===== src/rtl/abro_pkg.sv =====
// Shared types for the multi-channel ABRO event arbiter.
// Channel state encoding is visible on the ch_state output, so the values are fixed.
package abro_pkg;

  typedef enum logic [1:0] {
    WAIT  = 2'd0,
    GOT_A = 2'd1,
    GOT_B = 2'd2,
    DONE  = 2'd3
  } abro_state_t;

  localparam int N_CH_DEFAULT  = 4;
  localparam int CNT_W_DEFAULT = 16;

endpackage


===== src/rtl/abro_event_arbiter_if.sv =====
// Registered event port (valid/ready plus channel id) shared by all ABRO channels.
interface abro_event_arbiter_if #(
  parameter int ID_W = 2
) ();

  logic            evt_valid;
  logic            evt_ready;
  logic [ID_W-1:0] evt_id;

  modport master (output evt_valid, output evt_id, input evt_ready);
  modport slave  (input evt_valid, input evt_id, output evt_ready);

endinterface


===== src/rtl/abro_channel.sv =====
// One ABRO detector: waits for A then B (or either order when ABRO_ANY_ORDER_EN is
// defined), holds DONE until granted, and is forced back to WAIT by r at any time.
module abro_channel
  import abro_pkg::*;
(
  input  logic        clk,
  input  logic        reset,
  input  logic        a,
  input  logic        b,
  input  logic        r,
  input  logic        grant,
  output abro_state_t state
);

  abro_state_t state_next;

  always_ff @(posedge clk) begin
    if (!reset) begin
      state <= WAIT;
    end else begin
      state <= state_next;
    end
  end

  // r wins over everything, including a grant arriving in the same cycle.
  always_comb begin
    state_next = state;
    if (r) begin
      state_next = WAIT;
    end else begin
      case (state)
        WAIT: begin
`ifdef ABRO_ANY_ORDER_EN
          if (a && b)  state_next = DONE;
          else if (a)  state_next = GOT_A;
          else if (b)  state_next = GOT_B;
`else
          if (a)       state_next = GOT_A;
`endif
        end
        GOT_A: begin
          if (b)       state_next = DONE;
        end
        GOT_B: begin
`ifdef ABRO_ANY_ORDER_EN
          if (a)       state_next = DONE;
`else
          state_next = WAIT;
`endif
        end
        DONE: begin
          if (grant)   state_next = WAIT;
        end
        default:       state_next = WAIT;
      endcase
    end
  end

endmodule


===== src/rtl/abro_event_arbiter.sv =====
// N_CH ABRO channels sharing one registered valid/ready event port via round-robin.
// Build with ABRO_ANY_ORDER_EN defined for any-order A/B detection in every channel.
module abro_event_arbiter
  import abro_pkg::*;
#(
  parameter int N_CH  = N_CH_DEFAULT,
  parameter int CNT_W = CNT_W_DEFAULT,
  localparam int ID_W = $clog2(N_CH)
) (
  input  logic                 clk,
  input  logic                 reset,
  input  logic [N_CH-1:0]      a,
  input  logic [N_CH-1:0]      b,
  input  logic [N_CH-1:0]      r,
  abro_event_arbiter_if.master evt,
  output logic [CNT_W-1:0]     evt_count,
  output logic [2*N_CH-1:0]    ch_state
);

  abro_state_t     ch_st [N_CH];
  logic [N_CH-1:0] req;
  logic [N_CH-1:0] grant;
  logic [ID_W-1:0] last_grant;
  logic [ID_W-1:0] winner;
  logic [ID_W-1:0] idx;
  logic            found;
  logic            load_en;
  logic            out_valid;
  logic [ID_W-1:0] out_id;

  for (genvar i = 0; i < N_CH; i++) begin : g_ch
    abro_channel u_ch (
      .clk   (clk),
      .reset (reset),
      .a     (a[i]),
      .b     (b[i]),
      .r     (r[i]),
      .grant (grant[i]),
      .state (ch_st[i])
    );
    assign req[i]            = (ch_st[i] == DONE) && !r[i];
    assign grant[i]          = load_en && found && (winner == ID_W'(i));
    assign ch_state[2*i +: 2] = ch_st[i];
  end

  assign load_en = !out_valid || evt.evt_ready;

  // Scan starts one past the last winner so every pending channel gets a turn.
  always_comb begin
    found  = 1'b0;
    winner = last_grant;
    idx    = '0;
    for (int k = 1; k <= N_CH; k++) begin
      idx = ID_W'((int'(last_grant) + k) % N_CH);
      if (!found && req[idx]) begin
        found  = 1'b1;
        winner = idx;
      end
    end
  end

  always_ff @(posedge clk) begin
    if (!reset) begin
      out_valid  <= 1'b0;
      out_id     <= '0;
      last_grant <= ID_W'(N_CH - 1);
      evt_count  <= '0;
    end else begin
      if (out_valid && evt.evt_ready) begin
        evt_count <= evt_count + CNT_W'(1);
      end
      if (load_en) begin
        out_valid <= found;
        if (found) begin
          out_id     <= winner;
          last_grant <= winner;
        end
      end
    end
  end

  assign evt.evt_valid = out_valid;
  assign evt.evt_id    = out_id;

endmodule

===== src/flat_wrapper.sv =====
// flat-port wrapper written by rule: the top's interface ports become plain ports
module abro_event_arbiter_flat import abro_pkg::*;
#(
  parameter int N_CH  = N_CH_DEFAULT,
  parameter int CNT_W = CNT_W_DEFAULT,
  localparam int ID_W = $clog2(N_CH)
)
  (clk, reset, a, b, r, evt_count, ch_state, evt_evt_valid, evt_evt_id, evt_evt_ready);
  abro_event_arbiter_if evt_i ();
  input  logic clk;
  input  logic reset;
  input  logic [N_CH-1:0] a;
  input  logic [N_CH-1:0] b;
  input  logic [N_CH-1:0] r;
  output logic [CNT_W-1:0] evt_count;
  output logic [2*N_CH-1:0] ch_state;
  output wire logic [$bits(evt_i.evt_valid)-1:0] evt_evt_valid;
  output wire logic [$bits(evt_i.evt_id)-1:0] evt_evt_id;
  input wire logic [$bits(evt_i.evt_ready)-1:0] evt_evt_ready;
  assign evt_evt_valid = evt_i.evt_valid;
  assign evt_evt_id = evt_i.evt_id;
  assign evt_i.evt_ready = evt_evt_ready;
  abro_event_arbiter #(.N_CH(N_CH), .CNT_W(CNT_W)) u_core (.clk(clk), .reset(reset), .a(a), .b(b), .r(r), .evt(evt_i), .evt_count(evt_count), .ch_state(ch_state));
endmodule

===== config.mk =====
export PLATFORM = sky130hd
export DESIGN_NAME = abro_event_arbiter_flat
export DESIGN_NICKNAME = d
export VERILOG_FILES = /design/src/rtl/abro_pkg.sv /design/src/rtl/abro_event_arbiter_if.sv /design/src/rtl/abro_channel.sv /design/src/rtl/abro_event_arbiter.sv /design/src/flat_wrapper.sv
export SDC_FILE = /design/constraint.sdc
export NUM_CORES = 1
export LEC_CHECK = 0
export CORE_MARGIN = 2
export CORE_UTILIZATION = 45
export DETAILED_ROUTE_END_ITERATION = 7
export PLACE_DENSITY = 0.85
export REMOVE_ABC_BUFFERS = 1
export SKIP_CTS_REPAIR_TIMING = 1
export SYNTH_ARGS = -nofsm -noshare
export SYNTH_HDL_FRONTEND = slang
export SYNTH_SLANG_ARGS = --single-unit

===== constraint.sdc =====
create_clock -name clk -period 1.97 [get_ports clk]
set_input_delay 0.197 -clock clk [delete_from_list [all_inputs] [get_ports clk]]
set_output_delay 0.197 -clock clk [all_outputs]
set_load 0.1 [all_outputs]

==> results_dict.tcl, run 1 <==
set metrics [dict create \
    outcome "complete, no violations" \
    total_power_w 0.00132 \
    regArea_um2 581 \
    fmax_ghz 0.573 \
    multi_input_area_um2 738 \
    cts_tree "built" \
    clk_path_buf_depth 2 \
    finalClockSkew_ns 0.0111 \
    power-per-cell-area_mw_per_mm2 701 \
    cp.arrival_ns 2.03 \
    ys_ff_latch 29 \
    start_util_pct 45.9 \
    place_hpwl_mm 2.40 \
    crit_type "reg2reg" \
    die_h_um 59.1 \
    coreArea_mm2 0.00298 \
    syn_inst 156 \
    drv_cap 0 \
    finalSetupViolations 0 \
    netlist_area_mm2 0.00137 \
    ant_nets 0 \
    numCtsBuffers 5 \
    num_vias 1348 \
    synth_top_cell_area_share_pct 42.5 \
    portBuffers 41 \
    grt_pass1_vias 1241 \
    rsz0062_at_grt "no" \
    synth_edf_count 0 \
    period_minus_slack_ns 1.75 \
    drtIter0Drc 36 \
    synth_area_per_cell_um2 8.77 \
    grt_max_degree 18 \
    wl_per_cell_um 13.5 \
    synth_flop_cell "dfxtp_1" \
    hp-class "in2reg" \
    slowest_stage "or4_4" \
    synth-seq-area-share_pct 42.5 \
    nets 223 \
    grt_usage_pct 20.2 \
    cp_num_buf_inv 0 \
    drv_slew 0 \
    p_leak_nw 0.731 \
    worst_slew_pin_slew_ns 0.529 \
    grt_antenna_before_repair 0 \
    via_per_inst 5.59 \
    path_cells "nand4_4, or4_4, or3_1, a21oi_1" \
    cts_root_buf "clkbuf_4" \
    slowest_delay_ns 0.59 \
    fin_setup_tns_ns 0 \
    yosysTopAreaCell "dfxtp_1" \
    worstPathRequired_ns 2.26 \
    slew_headroom_pct 64.2 \
    synthTopCellsByArea "dfxtp_1 42%, a311oi_1 5.1%, xnor2_1 5.1%" \
    period_share_pct 88.6 \
    clkSinkCount 29 \
    critPathLaunchType "flop" \
    clk_pin_slew_worst_paths_ns 0.11 \
    grt-ovfl-total 0 \
    hold_viol 0 \
    async_flop_share_pct 0 \
    fillers 248 \
    route.detailed.drc 0 \
    crit_fanout 7 \
    die_area_mm2 0.00350 \
    wirelength_mm 3.26 \
    irDropWorstVdd_mv 0.534 \
    synth_cell_types 38 \
    clock_latency_ns 0.35 \
    antenna_cells 0 \
    end_kind "flop" \
    die_w_um 59.1 \
    syn_to_final_growth_pct 37.5 \
    ys_warn_count 0 \
    cpLargestDelayFamily "simple AND/OR/NAND/NOR gates" \
    grt_first_pass_wirelength_mm 5.34 \
    first_pass_iters 4 \
    routabilityCongestion 0.786 \
    ios 42 \
    drive_above_1_share_pct 21.2 \
    rows 20 \
    htreeDepth 2 \
]
[worst paths after layout]
check                               startpoint  depth (start not counted)  slack, ns                           end
setup / recovery           u_core.evt_count[4]                          4       0.22          u_core.evt_count[15]
setup reg to reg           u_core.evt_count[4]                          4       0.22          u_core.evt_count[15]
hold / removal                            b[2]                          3       0.48  u_core.g_ch[2].u_ch.state[1]
hold reg to reg   u_core.g_ch[2].u_ch.state[0]                          2       0.49  u_core.g_ch[2].u_ch.state[1]
[power by group]
| part | internal [W] | switching (W) |
|---|---|---|
| clock network | 0.000393 | 0.000222 |
| logic | 0.0000431 | 0.0000629 |
| registers | 0.000591 | 0.00000624 |
[synth_stat cells, drive strengths merged (2+ instances only)]
| library cell | n |
|---|---|
| nor4 | 2 |
| nand2 | 5 |
| nor3 | 4 |
| dfxtp | 29 |
| and3b | 2 |
| a311oi | 8 |
| nor2 | 15 |
| a211o | 2 |
| xor2 | 2 |
| or3 | 6 |
| nand3b | 4 |
| nand2b | 4 |
| nand4 | 4 |
| inv | 11 |
| xnor2 | 8 |
| or2 | 2 |
| nand3 | 6 |
| o21ai | 11 |
| a211oi | 3 |
| a21oi | 12 |
[cells in the final DEF (no fill, tap or decap), drive strengths merged, types with 2 or more instances in the layout]
cell type	count
xnor2	8
nand3b	4
nor3	4
dfxtp	29
clkbuf	5
or3	6
inv	11
o21ai	11
a311oi	8
nand4	4
buf	31
clkdlybuf4s50	14
nor4	2
bufinv	2
a21oi	12
nor2	15
xor2	2
and3b	2
a211o	2
nand2	5
clkinv	2
a211oi	3
nand3	6
nand2b	4
or2	2
[per-layer routing]
metal	vias up	track usage [%]	part of all wire, %
li1	676	-	-
met1	638	25.5	46
met2	28	32.4	48
met3	6	5.46	4.0
met4	0	8.77	1.6
met5	-	0	0
[kinds of logic (layout without fill, tap and decap cells)]
| group | count (synthesis) | count (layout) | synth area share (%) |
|---|---|---|---|
| AND/OR/NAND/NOR | 59 | 59 | 25.0 |
| adder cells (fa/ha/maj) | 1 | 1 | 0.915 |
| buffers and inverters | 13 | 65 | 3.57 |
| AO/OA/AOI/OAI | 44 | 44 | 21.7 |
| XOR/XNOR | 10 | 10 | 6.40 |
| flip-flops | 29 | 29 | 42.5 |
[worst register-to-register path, delay by kind of cell, from the launching register on]
kind / cells / cell delay, ns
AND/OR/NAND/NOR: 3 / 1.09
AO/OA/AOI/OAI: 1 / 0.15
flip-flops: 1 / 0.45
[state kept, by name, indices dropped and copies added, names as in the netlist]
register	count
u_core.last_grant	2
u_core.evt_count	16
u_core.g_ch.u_ch.state	8
u_core.evt.evt_id	2
u_core.evt.evt_valid	1
[per-stage QoR]
| stage | hold slack [ns] | util (%) | cells | cell area (um^2) | setup WS [ns] |
|---|---|---|---|---|---|
| floorplan | 0.273 | - | 155 | 1360 | -0.407 |
| global placement | 0.483 | 59.7 | 233 | 1780 | 0.124 |
| detailed placement | 0.486 | 59.7 | 233 | 1780 | 0.0560 |
| CTS | 0.475 | 63.2 | 241 | 1880 | 0.220 |
| global route | 0.510 | 63.2 | 241 | 1880 | 0.146 |
| finish | 0.476 | 63.2 | 241 | 1880 | 0.224 |
[area by class of cell]
type	count	area share [%]
clock buffer	5	2.00
clock inverter	3	3.46
inverter	12	2.40
multi-input combinational	114	39.3
sequential	29	30.9
tap	33	2.20
timing repair buffer	45	19.8
Power figures use the tool's default switching activity.
==> inputs of run 2 (changes only) <==
Settings changed: ABC_AREA set to 0, PLACE_DENSITY 0.85 to 0.83, SYNTH_HIERARCHICAL set to 1.
==> results_dict.tcl, run 2 <==
set metrics [dict create \
    portBuffers 41 \
    power-per-cell-area_mw_per_mm2 517 \
    grt_usage_pct 19.0 \
    finalClockSkew_ns 0.00968 \
    ys_warn_count 6 \
    async_flop_share_pct 0 \
    cpLargestDelayFamily "compound AO/OA/AOI/OAI gates" \
    die_area_mm2 0.00389 \
    cts_root_buf "clkbuf_4" \
    fillers 314 \
    place_hpwl_mm 2.69 \
    seqPwrFrac_pct 54.7 \
    slowest_stage "dfxtp_1" \
    synth_common_cells "29 x dfxtp_1, 14 x a21oi_1, 11 x nor2_1" \
    ys_ff_latch 29 \
    finalSetupViolations 0 \
    power.internal_w 0.000811 \
    place_ws_ns -0.215 \
    grt_first_pass_wirelength_mm 6.01 \
    clock_latency_ns 0.33 \
    p_sw_share_pct 25.7 \
    synth_edf_count 0 \
    antenna_cells 0 \
    num_vias 1540 \
    grt_pass1_vias 1330 \
    netlist_area_mm2 0.00153 \
    crit_fanout 6 \
    drv_cap 0 \
    synth-seq-area-share_pct 37.8 \
    first_pass_iters 4 \
    top_regs "u_core/evt_count: 16 flops, u_core/g_ch.u_ch/state: 8 flops" \
    period_minus_slack_ns 1.83 \
    r2r-end "u_core/g_ch[0].u_ch/state[1]" \
    cp_num_buf_inv 0 \
    netSwitchingPower_w 0.000281 \
    grt_max_degree 18 \
    routabilityCongestion 0.941 \
    final_cell_mix "44 x buf_4, 29 x dfxtp_1, 14 x clkdlybuf4s50_1, 14 x a21oi_1, 11 x nor2_1" \
    drv_slew 0 \
    fin_cells 285 \
    synth_top_cell_area_share_pct 37.8 \
    htreeDepth 2 \
    yosysMostFrequentCell "dfxtp_1" \
    outcome "complete, no violations" \
    wirelength_mm 3.52 \
    rows 21 \
    hp-class "in2reg" \
    period_share_pct 93.1 \
    wl_per_cell_um 12.4 \
    numCtsBuffers 5 \
    fmax_ghz 0.545 \
    ios 42 \
    p_comb_share_pct 11.2 \
    cts_tree "built" \
    yosysTopAreaCell "dfxtp_1" \
    finalInstanceArea_mm2 0.00211 \
    coreArea_mm2 0.00331 \
    grt_antenna_before_repair 0 \
    rsz0062_at_grt "no" \
    mostFrequentLayoutCell "buf_4" \
    ant_nets 0 \
    worstPathRequired_ns 2.19 \
    die_w_um 62.4 \
    irDropWorstVdd_mv 0.290 \
    clock_power_share_pct 34.1 \
    reg2regPathDepth 6 \
    grt-ovfl-total 0 \
    synth_cell_types 43 \
    route.detailed.drc 0 \
    r2r_setup_slack_ns 0.14 \
    regMostFlops "u_core/evt_count" \
    min_to "u_core/g_ch[2].u_ch/state[0]" \
    setup_ws_ns 0.135 \
    hold_viol 0 \
    synth_flop_cell "dfxtp_1" \
    drive_above_1_share_pct 28.5 \
    slowest_delay_ns 0.41 \
    drtIter0Drc 39 \
    nets 255 \
    dpl.cell_count 278 \
    placed_area_mm2 0.00205 \
    synth_area_per_cell_um2 8.72 \
    p_leak_nw 0.831 \
    path_cells "nand3b_1, a22o_1, a211o_1, a211oi_1, or2b_1, a211oi_2" \
    clk_pin_slew_worst_paths_ns 0.10 \
    syn_to_final_growth_pct 37.8 \
    via_per_inst 5.40 \
    end_kind "flop" \
    clk_path_buf_depth 2 \
    syn_inst 176 \
    start_util_pct 46.3 \
    die_h_um 62.4 \
    crit_type "reg2reg" \
    slew_headroom_pct 76.2 \
    reg2reg_from "u_core/g_ch[2].u_ch/state[1]" \
    synthTopCellsByArea "dfxtp_1 38%, a21oi_1 4.6%, nand2b_2 4.6%" \
    min_from "a[2]" \
    fin_setup_tns_ns 0 \
    critPathLaunchType "flop" \
    worst_slew_pin_slew_ns 0.357 \
    largest_reg_flops 16 \
    cp.arrival_ns 2.06 \
    clkSinkCount 29 \
    whs_path_depth 3 \
]
run 2: changes by cell type after synthesis, moves of 3 or more:
cell / previous run / this run
a311oi_1: 8 / 0
a21bo_1: 0 / 4
a211oi_2: 0 / 4
or2b_1: 0 / 4
nand2_1: 5 / 9
nor2_1: 15 / 11
nand2b_2: 0 / 8
o21ai_0: 11 / 8
xnor2_1: 8 / 5
or3_1: 5 / 2
run 2: cells by family after synthesis:
logic type,share of synthesized area (%)
adder cells (fa/ha/maj),0.816
buffers and inverters,2.94
flip-flops,37.8
XOR/XNOR,5.14
AND/OR/NAND/NOR,32.1
AO/OA/AOI/OAI,21.2
run 2: how the worst max path moves through the flow:
stage / cells after the start / end / from
final: 6 / u_core/g_ch[0].u_ch/state[1] / u_core/g_ch[2].u_ch/state[1]
after global routing: 6 / u_core/g_ch[0].u_ch/state[1] / u_core/g_ch[2].u_ch/state[1]
after CTS: 6 / u_core/g_ch[1].u_ch/state[1] / u_core/g_ch[2].u_ch/state[1]
after detailed placement: 7 / u_core/g_ch[1].u_ch/state[1] / r[2]
after global placement: 7 / u_core/g_ch[3].u_ch/state[1] / r[2]
after floorplan: 6 / u_core/g_ch[3].u_ch/state[1] / u_core/g_ch[2].u_ch/state[1]
run 2: cell type report:
| type | count | area (um^2) | share of cell area [%] |
|---|---|---|---|
| repair buffers | 58 | 470 | 22.2 |
| inverters | 10 | 37.5 | 1.78 |
| multi-input cells | 135 | 913 | 43.2 |
| well taps | 46 | 57.6 | 2.72 |
| flip-flops and latches | 29 | 581 | 27.5 |
| clock buffers | 7 | 55.1 | 2.60 |
run 2: metal layers:
layer | part of all wire, % | global-route usage, %
met5 | 0 | 0
met4 | 1.8 | 8.89
met3 | 5.2 | 4.14
met2 | 44 | 28.5
met1 | 49 | 26.1
run 2: through the flow:
step           hold WS (ns)  total power [W]  util, %
2_1_floorplan         0.304         0.000680        -
3_3_place_gp          0.462         0.000733     62.1
3_5_place_dp          0.464         0.000735     62.1
4_1_cts               0.434          0.00110     63.7
5_1_grt               0.448          0.00114     63.9
6_report              0.435          0.00109     63.9
run 2: power groups by stage:
| stage | clock (W) | combinational, W | sequential (W) |
|---|---|---|---|
| finish | 0.000372 | 0.000122 | 0.000598 |
| detailed placement | 0 | 0.000123 | 0.000612 |
| global placement | 0 | 0.000122 | 0.000611 |
| floorplan | 0 | 0.0000309 | 0.000649 |
| CTS | 0.000381 | 0.000124 | 0.000598 |
| global route | 0.000412 | 0.000130 | 0.000600 |
run 2: tightest hold or removal path, delay by kind of cell:
family | cells | cell delay (ns)
buffers and inverters | 1 | 0.41
and+or+nand+nor | 1 | 0.07
AOI/OAI and AO/OA | 1 | 0.05
==> inputs of run 3 (changes only) <==
Clock period 1.97 ns to 2.18 ns, I/O delays scaled along.
==> results_dict.tcl, run 3 (synthesis results as in run 2) <==
set metrics [dict create \
    regArea_um2 581 \
    grt-ovfl-total 0 \
    r2r_setup_slack_ns 0.29 \
    fmax_ghz 0.528 \
    clk_pin_slew_worst_paths_ns 0.09 \
    rsz0062_at_grt "no" \
    r2r-end "u_core/g_ch[3].u_ch/state[1]" \
    grt_max_degree 19 \
    htreeDepth 2 \
    dpl.cell_count 270 \
    power-per-cell-area_mw_per_mm2 497 \
    p_leak_nw 0.796 \
    start_util_pct 46.3 \
    period_share_pct 86.9 \
    die_area_mm2 0.00389 \
    grt_first_pass_wirelength_mm 5.91 \
    via_per_inst 5.35 \
    grt_usage_pct 18.4 \
    clkSinkCount 29 \
    clock_latency_ns 0.33 \
    crit_type "reg2reg" \
    critPathLaunchType "flop" \
    min_to "u_core/g_ch[2].u_ch/state[0]" \
    rows 21 \
    period_minus_slack_ns 1.89 \
    clk_path_buf_depth 2 \
    end_kind "flop" \
    min_from "a[2]" \
    drtIter0Drc 55 \
    numCtsBuffers 5 \
    drv_cap 0 \
    finalClockSkew_ns 0.0121 \
    whs_path_depth 3 \
    die_w_um 62.4 \
    antenna_cells 0 \
    top_regs "u_core/evt_count: 16 flops, u_core/g_ch.u_ch/state: 8 flops" \
    mostFrequentLayoutCell "buf_4" \
    worst_hold_slack_ns 0.469 \
    die_h_um 62.4 \
    drive_above_1_share_pct 26.3 \
    grt_pass1_vias 1387 \
    drv_slew 0 \
    worst_slew_pin_slew_ns 0.414 \
    clock_power_share_pct 36.4 \
    fillers 311 \
    portBuffers 41 \
    route.detailed.drc 0 \
    finalInstanceArea_mm2 0.00206 \
    irDropWorstVdd_mv 0.281 \
    cp-startpoint "u_core/g_ch[2].u_ch/state[1]" \
    regMostFlops "u_core/evt_count" \
    netSwitchingPower_w 0.000257 \
    cts_tree "built" \
    coreArea_mm2 0.00331 \
    multi_input_area_um2 908 \
    setup_ws_ns 0.285 \
    place_hpwl_mm 2.60 \
    nets 247 \
    reg2regPathDepth 6 \
    power.internal_w 0.000768 \
    syn_to_final_growth_pct 34.6 \
    reg2reg_from "u_core/g_ch[2].u_ch/state[1]" \
    outcome "complete, no violations" \
    crit_fanout 6 \
    place_ws_ns -0.0264 \
    wirelength_mm 3.47 \
    largest_reg_flops 16 \
    seqPwrFrac_pct 52.7 \
    utilization_pct 62.4 \
    ant_nets 0 \
    worstPathRequired_ns 2.43 \
    fin_cells 278 \
    grt_antenna_before_repair 0 \
    hp-class "in2reg" \
    p_comb_share_pct 10.9 \
    hold_viol 0 \
    cts_root_buf "clkbuf_4" \
    ios 42 \
    cp.arrival_ns 2.14 \
    placed_area_mm2 0.00199 \
    finalSetupViolations 0 \
    routabilityCongestion 0.874 \
    num_vias 1487 \
    p_sw_share_pct 25.1 \
    wl_per_cell_um 12.5 \
    first_pass_iters 4 \
    final_cell_mix "36 x buf_4, 29 x dfxtp_1, 14 x clkdlybuf4s50_1, 14 x a21oi_1, 11 x nor2_1" \
    slew_headroom_pct 72.2 \
]
==> run 3: critical path, stage by stage, from the launching register on <==
cell and delay [ns]:
dfxtp_1 0.41, nand3b_1 0.16, a22o_1 0.27, a211oi_1 0.41, nor3_1 0.13, or2b_1 0.25
a211oi_2 0.18
==> run 3: how the worst max path moves through the flow <==
stage / cells after the start / slack (ns) / to
after CTS: 6 / 0.26 / u_core/g_ch[3].u_ch/state[1]
after detailed placement: 7 / -0.03 / u_core/g_ch[3].u_ch/state[1]
after global routing: 6 / 0.16 / u_core/g_ch[3].u_ch/state[1]
after floorplan: 6 / -0.36 / u_core/g_ch[3].u_ch/state[1]
after global placement: 7 / 0.08 / u_core/g_ch[3].u_ch/state[1]
final: 6 / 0.29 / u_core/g_ch[3].u_ch/state[1]
==> run 3: through the flow <==
step	power (W)	setup TNS, ns
after floorplan	0.000615	-3.07
after global placement	0.000663	0
after global routing	0.00107	0
after CTS	0.00104	0
after detailed placement	0.000664	-0.0264
final	0.00103	0
==> run 3: layer usage <==
metal | up-vias | part of all wire (%) | global-route usage, %
met5 | - | 0 | 0
met4 | 0 | 0.69 | 6.94
met3 | 3 | 3.8 | 4.14
met2 | 32 | 49 | 30.8
met1 | 698 | 47 | 23.2
li1 | 754 | - | -
==> run 3: final cells by class <==
cell class              instances  area share [%]
multi-input cells             135            44.0
flip-flops and latches         29            28.1
repair buffers                 50            19.9
clock buffers                   7            3.15
well taps                      46            2.79
inverters                      10            1.82
clock inverters                 1           0.242
==> run 3: power by group through the flow <==
stage | clock (W) | combinational [W] | sequential (W)
floorplan | 0 | 0.0000279 | 0.000587
global placement | 0 | 0.000110 | 0.000553
detailed placement | 0 | 0.000111 | 0.000553
CTS | 0.000388 | 0.000111 | 0.000540
global route | 0.000413 | 0.000117 | 0.000542
finish | 0.000373 | 0.000111 | 0.000540
